## src/rtl/pc_branch_unit_pkg.sv

```systemverilog
// Shared types for the program counter / branch unit: op codes, FSM states
// and the branch-condition decode.
`timescale 1ns/1ps
package pc_branch_unit_pkg;

   typedef enum logic [2:0] {
      PC_NOP, PC_JMP, PC_JZ, PC_JNZ, PC_JN, PC_JC, PC_CALL, PC_RET
   } pc_op_t;

   typedef enum logic [1:0] {
      PC_RUN, PC_HALTED, PC_FAULT
   } pc_state_t;

   // True when a conditional jump should redirect; unconditional ops return 0.
   function automatic logic cond_met(pc_op_t op, logic z, logic n, logic c);
      logic met;
      met = 1'b0;
      case (op)
         PC_JZ:   met = z;
         PC_JNZ:  met = ~z;
         PC_JN:   met = n;
         PC_JC:   met = c;
         default: met = 1'b0;
      endcase
      return met;
   endfunction

endpackage

```

## src/rtl/pc_branch_unit_return_stack.sv

```systemverilog
// LIFO of return addresses for CALL/RET. Only the occupancy counter is reset;
// entries above the level are never read.
`timescale 1ns/1ps
module return_stack #(
   parameter int WIDTH = 16,
   parameter int DEPTH = 4,
   parameter int LW    = $clog2(DEPTH + 1)
) (
   input  logic             clk,
   input  logic             reset,
   input  logic             push,
   input  logic             pop,
   input  logic [WIDTH-1:0] wdata,
   output logic [WIDTH-1:0] rdata,
   output logic [LW-1:0]    level,
   output logic             full,
   output logic             empty
);

   localparam int PW = (DEPTH > 1) ? $clog2(DEPTH) : 1;

   logic [WIDTH-1:0] mem_q [DEPTH];
   logic [LW-1:0]    level_q;
   logic [PW-1:0]    wr_idx;
   logic [PW-1:0]    rd_idx;

   assign full   = (level_q == LW'(DEPTH));
   assign empty  = (level_q == '0);
   assign level  = level_q;
   assign wr_idx = PW'(level_q);
   assign rd_idx = PW'(level_q - LW'(1));
   assign rdata  = empty ? '0 : mem_q[rd_idx];

   always_ff @(posedge clk or negedge reset) begin
      if (!reset) begin
         level_q <= '0;
      end else if (push && !full) begin
         level_q <= level_q + LW'(1);
      end else if (pop && !empty) begin
         level_q <= level_q - LW'(1);
      end
   end

   // NOTE: storage has no reset; clearing the level alone discards the contents
   // and keeps the array free of reset fan-out.
   always_ff @(posedge clk) begin
      if (push && !full) begin
         mem_q[wr_idx] <= wdata;
      end
   end

endmodule

```

## src/rtl/pc_branch_unit.sv

```systemverilog
// Program counter with conditional jumps, CALL/RET through a return stack,
// and a RUN/HALTED/FAULT state machine. All outputs are registered.
`timescale 1ns/1ps
module pc_branch_unit
   import pc_branch_unit_pkg::*;
#(
   parameter int                  ADDR_WIDTH   = 16,
   parameter int                  STACK_DEPTH  = 4,
   parameter logic [ADDR_WIDTH-1:0] RESET_VECTOR = '0
) (
   input  logic                           clk,
   input  logic                           reset,
   input  logic                           pc_enable,
   input  logic                           op_valid,
   input  pc_op_t                         op,
   input  logic [ADDR_WIDTH-1:0]          target,
   input  logic                           flag_zero,
   input  logic                           flag_negative,
   input  logic                           flag_carry,
   input  logic                           halt,
   output logic [ADDR_WIDTH-1:0]          pc_out,
   output logic                           branch_taken,
   output logic [$clog2(STACK_DEPTH+1)-1:0] stack_level,
   output logic                           halted,
   output logic                           fault
);

   pc_state_t             state_q, state_d;
   logic [ADDR_WIDTH-1:0] pc_q, pc_d;
   logic                  taken_q, taken_d;
   logic                  push, pop;
   logic [ADDR_WIDTH-1:0] ret_addr;
   logic                  stk_full, stk_empty;

   return_stack #(
      .WIDTH (ADDR_WIDTH),
      .DEPTH (STACK_DEPTH)
   ) u_stack (
      .clk   (clk),
      .reset (reset),
      .push  (push),
      .pop   (pop),
      .wdata (pc_q),
      .rdata (ret_addr),
      .level (stack_level),
      .full  (stk_full),
      .empty (stk_empty)
   );

   // NOTE: every comb output gets a default first so no path can infer a latch.
   always_comb begin
      state_d = state_q;
      pc_d    = pc_q;
      taken_d = 1'b0;
      push    = 1'b0;
      pop     = 1'b0;
      case (state_q)
         PC_RUN: begin
            if (halt) begin
               state_d = PC_HALTED;
            end else if (op_valid && (op == PC_JMP || cond_met(op, flag_zero, flag_negative, flag_carry))) begin
               pc_d    = target;
               taken_d = 1'b1;
            end else if (op_valid && op == PC_CALL) begin
               if (stk_full) begin
                  state_d = PC_FAULT;
               end else begin
                  push    = 1'b1;
                  pc_d    = target;
                  taken_d = 1'b1;
               end
            end else if (op_valid && op == PC_RET) begin
               if (stk_empty) begin
                  state_d = PC_FAULT;
               end else begin
                  pop     = 1'b1;
                  pc_d    = ret_addr;
                  taken_d = 1'b1;
               end
            end else if (pc_enable) begin
               pc_d = pc_q + ADDR_WIDTH'(1);
            end
         end
         PC_HALTED, PC_FAULT: ;
         default: state_d = PC_FAULT;
      endcase
   end

   // NOTE: sequential state uses non-blocking assignments only.
   always_ff @(posedge clk or negedge reset) begin
      if (!reset) begin
         state_q <= PC_RUN;
         pc_q    <= RESET_VECTOR;
         taken_q <= 1'b0;
      end else begin
         state_q <= state_d;
         pc_q    <= pc_d;
         taken_q <= taken_d;
      end
   end

   assign pc_out       = pc_q;
   assign branch_taken = taken_q;
   assign halted       = (state_q == PC_HALTED);
   assign fault        = (state_q == PC_FAULT);

endmodule

```

## config.mk

```make
export PLATFORM = sky130hd
export DESIGN_NAME = pc_branch_unit
export DESIGN_NICKNAME = d
export VERILOG_FILES = /design/src/rtl/pc_branch_unit_pkg.sv /design/src/rtl/pc_branch_unit_return_stack.sv /design/src/rtl/pc_branch_unit.sv
export SDC_FILE = /design/constraint.sdc
export NUM_CORES = 1
export LEC_CHECK = 0
export BUFFER_PORTS_ARGS = -buffer_cell sky130_fd_sc_hd__buf_2
export CORE_UTILIZATION = 52
export CTS_BUF_LIST = sky130_fd_sc_hd__clkbuf_16
export CTS_CLUSTER_DIAMETER = 50
export DETAILED_ROUTE_END_ITERATION = 12
export PLACE_DENSITY = 0.75
export REMOVE_ABC_BUFFERS = 1
export SLEW_MARGIN = 20
export SYNTH_ARGS = -nofsm -noshare
export SYNTH_HDL_FRONTEND = slang
export SYNTH_SLANG_ARGS = --single-unit
```

## constraint.sdc

```tcl
create_clock -name clk -period 2.5 [get_ports clk]
set_input_delay 0.125 -clock clk [delete_from_list [all_inputs] [get_ports clk]]
set_output_delay 0.125 -clock clk [all_outputs]
set_load 0.005 [all_outputs]
```

==> results.json, run 1 <==
{
  "rsz0062_at_grt": "false",
  "fillers": 588,
  "vias": 2672,
  "die_height_um": 90.0,
  "ios": 49,
  "status": "completed",
  "core-area_sq_um": 7370,
  "antenna_cells": 0,
  "fin_skew_ns": 0.00719,
  "final.min_clock_period_ns": 2.10,
  "syn-cell-area_sq_um": 4030,
  "root_buffer": "clkbuf_16",
  "ys_seq_area_share_pct": 61.3,
  "maxCapViolations": 0,
  "critPathKind": "flip-flop to flip-flop",
  "ant_nets": 0,
  "clockBufferDepth": 2,
  "track_usage_pct": 23.2,
  "fin_setup_tns_ns": 0,
  "fin_total_pwr_mw": 2.82,
  "wl_per_cell_um": 18.8,
  "ys_warn_count": 0,
  "max_slew.worst_pin.slew_ns": 0.572,
  "antenna_found_initial": 0,
  "grt_max_degree": 30,
  "cellLeakagePower_nw": 1.95,
  "placementRows": 31,
  "nets": 387,
  "hold_viol": 0,
  "syn_inst": 290,
  "grt-ovfl-total": 0,
  "yosys_register_bits": 86,
  "cts_buffers": 9,
  "start_util_pct": 54.7,
  "ys_top_cells_by_count": "edfxtp_1, dfrtp_1, nand2_1, nor2_1",
  "drc": 0,
  "portBuffers": 48,
  "drive_gt1_share_pct": 28.9,
  "clkTransAtPathRegs_ns": 0.06,
  "grt_pass1_wl_um": 14200,
  "synth.top_cell.area_share_pct": 47.7,
  "setup.worst_path.start_class": "flip-flop",
  "place.gp.congestion": 0.765,
  "ir_drop_uv": 342,
  "grt_pass1_vias": 2725,
  "cts_resized": 0,
  "placed_cell_area_sq_um": 4450,
  "cp-end-kind": "flip-flop",
  "htreeDepth": 3,
  "slew_viol_final": 0,
  "dominantRegCellSynth": "edfxtp_1",
  "crit_fanout": 4,
  "vias_per_cell": 5.87,
  "period_share_pct": 83.9,
  "clock.fmax_mhz": 477,
  "clk_latency_ns": 0.33,
  "cp.arrival_ns": 2.31,
  "fin_area_sq_um": 4740,
  "hold_class": "input pin to flip-flop",
  "dp_hpwl_um": 5690,
  "cts_sinks": 86,
  "avgSynthCellArea_sq_um": 13.9,
  "synth_edf_count": 64,
  "ys_top_cells_by_area": "edfxtp_1, dfrtp_1, mux4_2",
  "synth_most_common_cell": "edfxtp_1",
  "area_growth_pct": 17.5,
  "cts_tree": "built",
  "first_pass_iters": 4,
  "drtIter0Drc": 167,
  "synth_largest_area_cell": "edfxtp_1",
  "synth.distinct_cells": 44,
  "synthArstFlopShare_pct": 25.6,
  "die_x_um": 90.0,
  "cp_data_required_time_ns": 2.71,
  "power.density_nw_per_um2": 596,
  "slew_headroom_pct": 61.9,
  "setup_viol": 0,
  "die-area_sq_um": 8110,
  "drt_wl_total_um": 8560
}
## metal layers
metal | vias to the layer above | global-route usage (%) | routed length (um)
met3 | 10 | 4.65 | 345
met4 | 0 | 9.14 | 81
met5 | - | 0 | 0
met2 | 88 | 37.3 | 4310
li1 | 1236 | - | -
met1 | 1338 | 31.3 | 3820
## where the power goes
group | switching [mW] | total (mW) | internal [mW]
Clock | 0.531 | 1.20 | 0.673
Combinational | 0.0612 | 0.0993 | 0.0381
Sequential | 0 | 1.52 | 1.52
## layout by cell type (no fill, tap or decap), drive strengths merged, types with 9 or more instances in the layout
master,instances
xnor2,12
edfxtp,64
clkbuf,9
a21oi,15
a211o,13
a31oi,16
dfrtp,22
buf,64
inv,12
nor2,18
mux4,16
nand3,10
ha,9
nand2,20
## sequential cells by signal, indices dropped and copies added (netlist names)
| register | flops |
|---|---|
| branch_taken | 1 |
| u_stack.mem_q | 64 |
| u_stack.level | 3 |
| pc_out | 16 |
| state_q | 2 |
## kinds of logic after synthesis
family	count (synthesis)	share of synthesized area, %
AOI/OAI and AO/OA	58	10.0
xor gates and xnor gates	17	3.69
adders and majority gates	9	2.79
buffers and inverters	27	2.73
DFF	86	61.3
muxes	21	10.3
and+or+nand+nor	72	9.13
## area by class of cell
cell class | count | area (sq um) | share of cell area (%)
Sequential cell | 86 | 2470 | 52.2
Multi-Input combinational cell | 177 | 1450 | 30.6
Timing Repair Buffer | 65 | 370 | 7.82
Clock buffer | 9 | 225 | 4.76
Tap cell | 99 | 124 | 2.62
Clock inverter | 7 | 51.3 | 1.08
Inverter | 12 | 45.0 | 0.951
## through the flow
step	instances	util (%)	setup WS (ns)	hold WS, ns
6_report	455	64.3	0.401	0.0466
3_5_place_dp	438	60.4	0.429	0.164
3_3_place_gp	438	60.4	0.492	0.151
5_1_grt	455	64.3	0.259	0.0487
2_1_floorplan	275	-	-0.588	-0.171
4_1_cts	455	64.3	0.394	0.0347
## critical path, cell delays in order (launching register included)
cell and delay [ns]:
dfrtp_1 0.42, inv_1 0.11, ha_1 0.34, mux4_2 0.29, mux2_2 0.26, mux2_1 0.27
mux2_1 0.29
## worst paths after layout
kind | from | end | slack, ns | depth (start not counted)
max | u_stack.level[0] | pc_out[1] | 0.40 | 6
min | target[5] | pc_out[5] | 0.05 | 3
max reg2reg | u_stack.level[0] | pc_out[1] | 0.40 | 6
min in group asynchronous | reset | state_q[1] | 0.32 | 2
max in group asynchronous | reset | pc_out[12] | 1.80 | 2
min reg2reg | state_q[0] | state_q[0] | 0.55 | 1
## repair_timing
action,CTS,global route
buffers inserted,0,0
endpoints found under the hold margin,22,0
hold buffers,1,0
Power figures use the tool's default switching activity.
==> run 2: changes to the inputs <==
--- a/config.mk
+++ b/config.mk
@@ -6,11 +6,11 @@
 export NUM_CORES = 1
 export LEC_CHECK = 0
 export BUFFER_PORTS_ARGS = -buffer_cell sky130_fd_sc_hd__buf_2
-export CORE_UTILIZATION = 52
+export CORE_UTILIZATION = 58
 export CTS_BUF_LIST = sky130_fd_sc_hd__clkbuf_16
 export CTS_CLUSTER_DIAMETER = 50
 export DETAILED_ROUTE_END_ITERATION = 12
-export PLACE_DENSITY = 0.75
+export PLACE_DENSITY = 0.8
 export REMOVE_ABC_BUFFERS = 1
 export SLEW_MARGIN = 20
 export SYNTH_ARGS = -nofsm -noshare
==> constraint.sdc (replaced) <==
create_clock -name clk -period 2 [get_ports clk]
set_input_delay 0.1 -clock clk [delete_from_list [all_inputs] [get_ports clk]]
set_output_delay 0.1 -clock clk [all_outputs]
set_load 0.005 [all_outputs]
==> run 2 against run 1 <==
Via count up 8.5%. Clock power grew 33%. Worst setup slack worse by 0.31 ns. Total power rose by 28%. Count of clock-buffer cells in the layout is the same. Highest routed layer unchanged. Combinational power up 35%.
==> results.json, run 2 (synthesis gave the netlist of run 1 again) <==
{
  "ir_drop_uv": 583,
  "setup.worst_path.start_class": "flip-flop",
  "worstHoldStart": "target[7]",
  "htreeDepth": 3,
  "r2r-start": "u_stack.level[0]",
  "wl_per_cell_um": 21.1,
  "clock.fmax_mhz": 524,
  "root_buffer": "clkbuf_16",
  "r2r_cells": 6,
  "final.min_clock_period_ns": 1.91,
  "grt_pass1_wl_um": 15000,
  "r2r-end": "pc_out[1]",
  "placementRows": 30,
  "drtIter0Drc": 222,
  "max_stage_delay_ns": 0.37,
  "vias_per_cell": 6.21,
  "dp.cells": 444,
  "nets": 418,
  "crit_fanout": 3,
  "grt-ovfl-total": 0,
  "finish.utilization_pct": 74.6,
  "crit_slowest_cell": "dfrtp_1",
  "hold_class": "input pin to flip-flop",
  "hold_end": "pc_out[7]",
  "core-area_sq_um": 6760,
  "fin_setup_tns_ns": 0,
  "grt_max_degree": 30,
  "stdcell_count": 467,
  "cts_buffers": 9,
  "cts_sinks": 86,
  "status": "completed",
  "fin_total_pwr_mw": 3.62,
  "regMostFlops": "u_stack.mem_q",
  "cp_data_required_time_ns": 2.23,
  "maxCapViolations": 0,
  "track_usage_pct": 28.5,
  "max_slew.worst_pin.slew_ns": 0.558,
  "slew_headroom_pct": 62.8,
  "power.density_nw_per_um2": 718,
  "area_growth_pct": 25.0,
  "drc": 0,
  "antenna_cells": 0,
  "hold_path_depth": 3,
  "fillers": 437,
  "die_height_um": 85.4,
  "cp-end-kind": "flip-flop",
  "die-area_sq_um": 7290,
  "largest_reg_flops": 64,
  "final_cell_mix": "edfxtp_1, buf_2, buf_4, dfrtp_1, nand2_1",
  "worstPathCellList": "inv_2, ha_4, mux4_2, mux2_2, mux2_1, mux2_4",
  "cp.arrival_ns": 2.14,
  "grt_pass1_vias": 2950,
  "clkTransAtPathRegs_ns": 0.07,
  "first_pass_iters": 5,
  "rrSetupSlack_ns": 0.09,
  "vias": 2898,
  "slew_viol_final": 0,
  "ios": 49,
  "die_x_um": 85.4,
  "critPathKind": "flip-flop to flip-flop",
  "antenna_found_initial": 0,
  "ant_nets": 0,
  "drt_wl_total_um": 9880,
  "start_util_pct": 59.6,
  "period_share_pct": 95.4,
  "fin_skew_ns": 0.00824,
  "clk_latency_ns": 0.35,
  "clockBufferDepth": 2,
  "cts_tree": "built",
  "cellLeakagePower_nw": 2.12,
  "drive_gt1_share_pct": 37.7,
  "hold_viol": 0,
  "final_common_cell": "edfxtp_1",
  "place.gp.congestion": 0.780,
  "portBuffers": 48,
  "holdWs_ns": 0.000280,
  "setup_viol": 0,
  "dp_hpwl_um": 6190
}
## run 2: changes by cell type in the layout (fill, tap and decap cells not counted), sizes merged
cell	before	now
dlygate4sd3	1	2
buf	64	94
clkinv	5	3
inv	12	14
## run 2: worst max-delay path: cells and delay by family, from the launching register on
kind	cells	cell delay, ns
flops	1	0.37
mux	4	1.09
fa+ha+maj	1	0.26
buf+inv	1	0.07
## run 2: area by class of cell
class / count / area, sq um / share of cell area, %
Inverter: 12 / 45.0 / 0.894
Clock buffer: 9 / 225 / 4.47
Clock inverter: 7 / 57.6 / 1.14
Multi-Input combinational cell: 177 / 1510 / 30.0
Sequential cell: 86 / 2470 / 49.1
Tap cell: 80 / 100 / 1.99
Timing Repair Buffer: 96 / 628 / 12.5
## run 2: worst max path at each step
stage          slack [ns]  cells past startpoint              from                    to
2_1_floorplan       -1.09                      6  u_stack.level[0]             pc_out[1]
3_3_place_gp         0.04                      7         pc_out[1]            pc_out[14]
3_5_place_dp        0.003                      6  u_stack.level[0]             pc_out[1]
4_1_cts            0.0007                      7        state_q[0]   u_stack.mem_q[0][7]
5_1_grt             -0.01                      7        state_q[0]  u_stack.mem_q[1][13]
6_report             0.09                      6  u_stack.level[0]             pc_out[1]
## run 2: stage by stage
| step | setup WS, ns | area [sq um] |
|---|---|---|
| after CTS | 0.000680 | 4960 |
| after floorplan | -1.09 | 3970 |
| final | 0.0916 | 5040 |
| after global placement | 0.0374 | 4610 |
| after global routing | -0.0107 | 5040 |
| after detailed placement | 0.00286 | 4610 |
## run 2: timing repair
item                                    4_1_cts  5_1_grt
endpoints found under the setup margin       51       70
setup buffers                                 1        1
hold endpoints to repair                     23        0
gates cloned                                  1        2
hold buffers                                  2        0
pin swaps                                     0        0
resized for setup                             7       18
## run 2: metal layers
| metal | vias up | part of all wire [%] | GRT usage, % |
|---|---|---|---|
| met2 | 128 | 50 | 46.5 |
| met5 | - | 0 | 0 |
| met3 | 39 | 5.7 | 5.35 |
| met4 | 0 | 4.5 | 14.7 |
| li1 | 1299 | - | - |
| met1 | 1432 | 40 | 37.0 |
## run 2: where the power goes
group	switching, mW	internal, mW	total (mW)
clock	0.732	0.856	1.59
combinational	0.0821	0.0514	0.134
sequential	0	1.90	1.90
==> run 3: changes to the inputs <==
--- a/config.mk
+++ b/config.mk
@@ -5,8 +5,9 @@
 export SDC_FILE = /design/constraint.sdc
 export NUM_CORES = 1
 export LEC_CHECK = 0
+export ABC_AREA = 1
 export BUFFER_PORTS_ARGS = -buffer_cell sky130_fd_sc_hd__buf_2
-export CORE_UTILIZATION = 58
+export CORE_UTILIZATION = 59
 export CTS_BUF_LIST = sky130_fd_sc_hd__clkbuf_16
 export CTS_CLUSTER_DIAMETER = 50
 export DETAILED_ROUTE_END_ITERATION = 12
==> run 3 against run 2 <==
Area after synthesis increased by 9.8%. Total power increased by 94%. Via count increased by 31%. Worst setup slack improved by 0.078 ns. Hold slack improved by 0.077 ns. Clock skew decreased by 0.00090 ns. Non-clock buffer count decreased by 22. Critical endpoint is now pc_out[3].
==> results.json, run 3 <==
{
  "status": "completed",
  "drive_gt1_share_pct": 16.8,
  "area_growth_pct": 17.1,
  "cts_tree": "built",
  "postLayoutSetupSlackWorst_ns": 0.169,
  "avgSynthCellArea_sq_um": 8.58,
  "setup.worst_path.start_class": "flip-flop",
  "synth.top_cell.area_share_pct": 43.4,
  "rsz0062_at_grt": "false",
  "r2r-end": "pc_out[3]",
  "hold_class": "input pin to flip-flop",
  "fin_area_sq_um": 5180,
  "core-area_sq_um": 7250,
  "hold_end": "pc_out[2]",
  "ys_seq_area_share_pct": 55.9,
  "max_slew.worst_pin.slew_ns": 0.599,
  "clk_latency_ns": 0.33,
  "grt_pass1_vias": 3846,
  "track_usage_pct": 32.6,
  "worstHoldStart": "target[2]",
  "stdcell_count": 687,
  "syn-cell-area_sq_um": 4430,
  "final_cell_mix": "nand2_1, nand3_1, edfxtp_1, inv_1, nor2_1",
  "rrSetupSlack_ns": 0.17,
  "fin_skew_ns": 0.00735,
  "cp.arrival_ns": 2.05,
  "critPathKind": "flip-flop to flip-flop",
  "drt_wl_total_um": 11600,
  "setup_viol": 0,
  "ir_drop_uv": 734,
  "ys_top_cells_by_count": "nand2_1, nand3_1, edfxtp_1, inv_1, nor2_1",
  "vias_per_cell": 5.54,
  "die-area_sq_um": 7850,
  "slew_viol_final": 0,
  "final_common_cell": "nand2_1",
  "place_ws_ns": 0.209,
  "synth_largest_area_cell": "edfxtp_1",
  "holdWs_ns": 0.0776,
  "ys_warn_count": 0,
  "yosys_register_bits": 86,
  "ys_top_cells_by_area": "edfxtp_1, nand2_1, dfrtp_1",
  "antenna_cells": 0,
  "synth.distinct_cells": 28,
  "placementRows": 31,
  "power.density_nw_per_um2": 1350,
  "synth_edf_count": 64,
  "die_height_um": 88.6,
  "portBuffers": 48,
  "vias": 3805,
  "largest_reg_flops": 64,
  "regMostFlops": "u_stack.mem_q",
  "slew_headroom_pct": 60.1,
  "dominantRegCellSynth": "edfxtp_1",
  "final.min_clock_period_ns": 1.83,
  "r2r-start": "u_stack.level[1]",
  "grt_pass1_wl_um": 18500,
  "clock.fmax_mhz": 546,
  "dp_hpwl_um": 7630,
  "r2r_cells": 11,
  "root_buffer": "clkbuf_16",
  "synth_most_common_cell": "nand2_1",
  "cp_data_required_time_ns": 2.22,
  "cts_setup_buffers": 0,
  "ant_nets": 0,
  "cts_buffers": 9,
  "drc": 0,
  "nets": 619,
  "fin_total_pwr_mw": 7.01,
  "place.gp.congestion": 0.889,
  "finish.utilization_pct": 71.5,
  "antenna_found_initial": 0,
  "cts_sinks": 86,
  "grt-ovfl-total": 0,
  "cellLeakagePower_nw": 2.40,
  "crit_fanout": 13,
  "fin_setup_tns_ns": 0,
  "clockBufferDepth": 2,
  "placed_cell_area_sq_um": 4880,
  "start_util_pct": 61.0,
  "ios": 49,
  "hold_viol": 0,
  "die_x_um": 88.6,
  "clkTransAtPathRegs_ns": 0.06,
  "grt_max_degree": 37,
  "wl_per_cell_um": 16.9,
  "cp-end-kind": "flip-flop",
  "period_share_pct": 91.5,
  "maxCapViolations": 0,
  "synthArstFlopShare_pct": 25.6,
  "first_pass_iters": 7,
  "dp.cells": 670,
  "htreeDepth": 3,
  "syn_inst": 516,
  "hold_path_depth": 5,
  "drtIter0Drc": 390
}
==> run 3: cell types whose count changed after synthesis, sizes merged, moves of 11 or more <==
cell and change:
a31oi -16, mux4 -16, xnor2 -11, nand2 +149, nand3 +63, nor2 +39, o21ai +19, a211o -13
inv +44
==> run 3: per-layer routing <==
layer / routed length, um / vias to the layer above / track usage (%)
met5: 0 / - / 0
met4: 414 / 0 / 17.2
met3: 1090 / 37 / 5.13
met2: 5860 / 207 / 57.1
met1: 4250 / 1749 / 38.8
li1: - / 1812 / -
==> run 3: what timing repair did <==
action,CTS,global route
hold buffers,1,0
endpoints found under the hold margin,22,0
gates resized for setup,0,0
==> run 3: worst max path at each step <==
stage,start,to,slack [ns]
after floorplan,u_stack.level[0],u_stack.mem_q[2][0],-1.16
after global placement,u_stack.level[0],u_stack.mem_q[2][5],0.26
after detailed placement,u_stack.level[0],u_stack.mem_q[2][3],0.21
after CTS,u_stack.level[1],pc_out[15],0.18
after global routing,u_stack.level[1],pc_out[13],0.03
final,u_stack.level[1],pc_out[3],0.17
==> run 3: final cells by class <==
cell class,count,area (sq um)
Inverter,56,210
Clock inverter,7,65.1
Timing Repair Buffer,74,438
Clock buffer,9,225
Tap cell,99,124
Fill cell,549,2070
Multi-Input combinational cell,356,1650
Sequential cell,86,2470
==> run 3: worst max-delay path, stage by stage, from the launching register on <==
cell	delay [ns]
dfrtp_1	0.40
inv_1	0.10
ha_1	0.31
inv_1	0.08
buf_4	0.23
nor2_1	0.07
o21ai_0	0.09
nand2_1	0.11
nand2_1	0.08
nand4_1	0.09
nand3_1	0.10
nand2_1	0.06
==> run 3: cell families (layout without fill, tap and decap cells) <==
| family | count (synthesis) | count (layout) | share of synthesized area, % |
|---|---|---|---|
| adder cells (fa/ha/maj) | 9 | 9 | 2.54 |
| AO/OA/AOI/OAI | 32 | 32 | 3.73 |
| flip-flops | 86 | 86 | 55.9 |
| XOR/XNOR | 3 | 3 | 0.594 |
| AND/OR/NAND/NOR | 312 | 312 | 30.4 |
| buffers and inverters | 74 | 146 | 6.90 |
==> run 3: report_power, final <==
part / internal [mW] / leakage [nW] / switching [mW]
Clock: 0.961 / 0.148 / 0.676
Sequential: 2.29 / 0.857 / 0.338
Combinational: 1.00 / 1.40 / 1.74
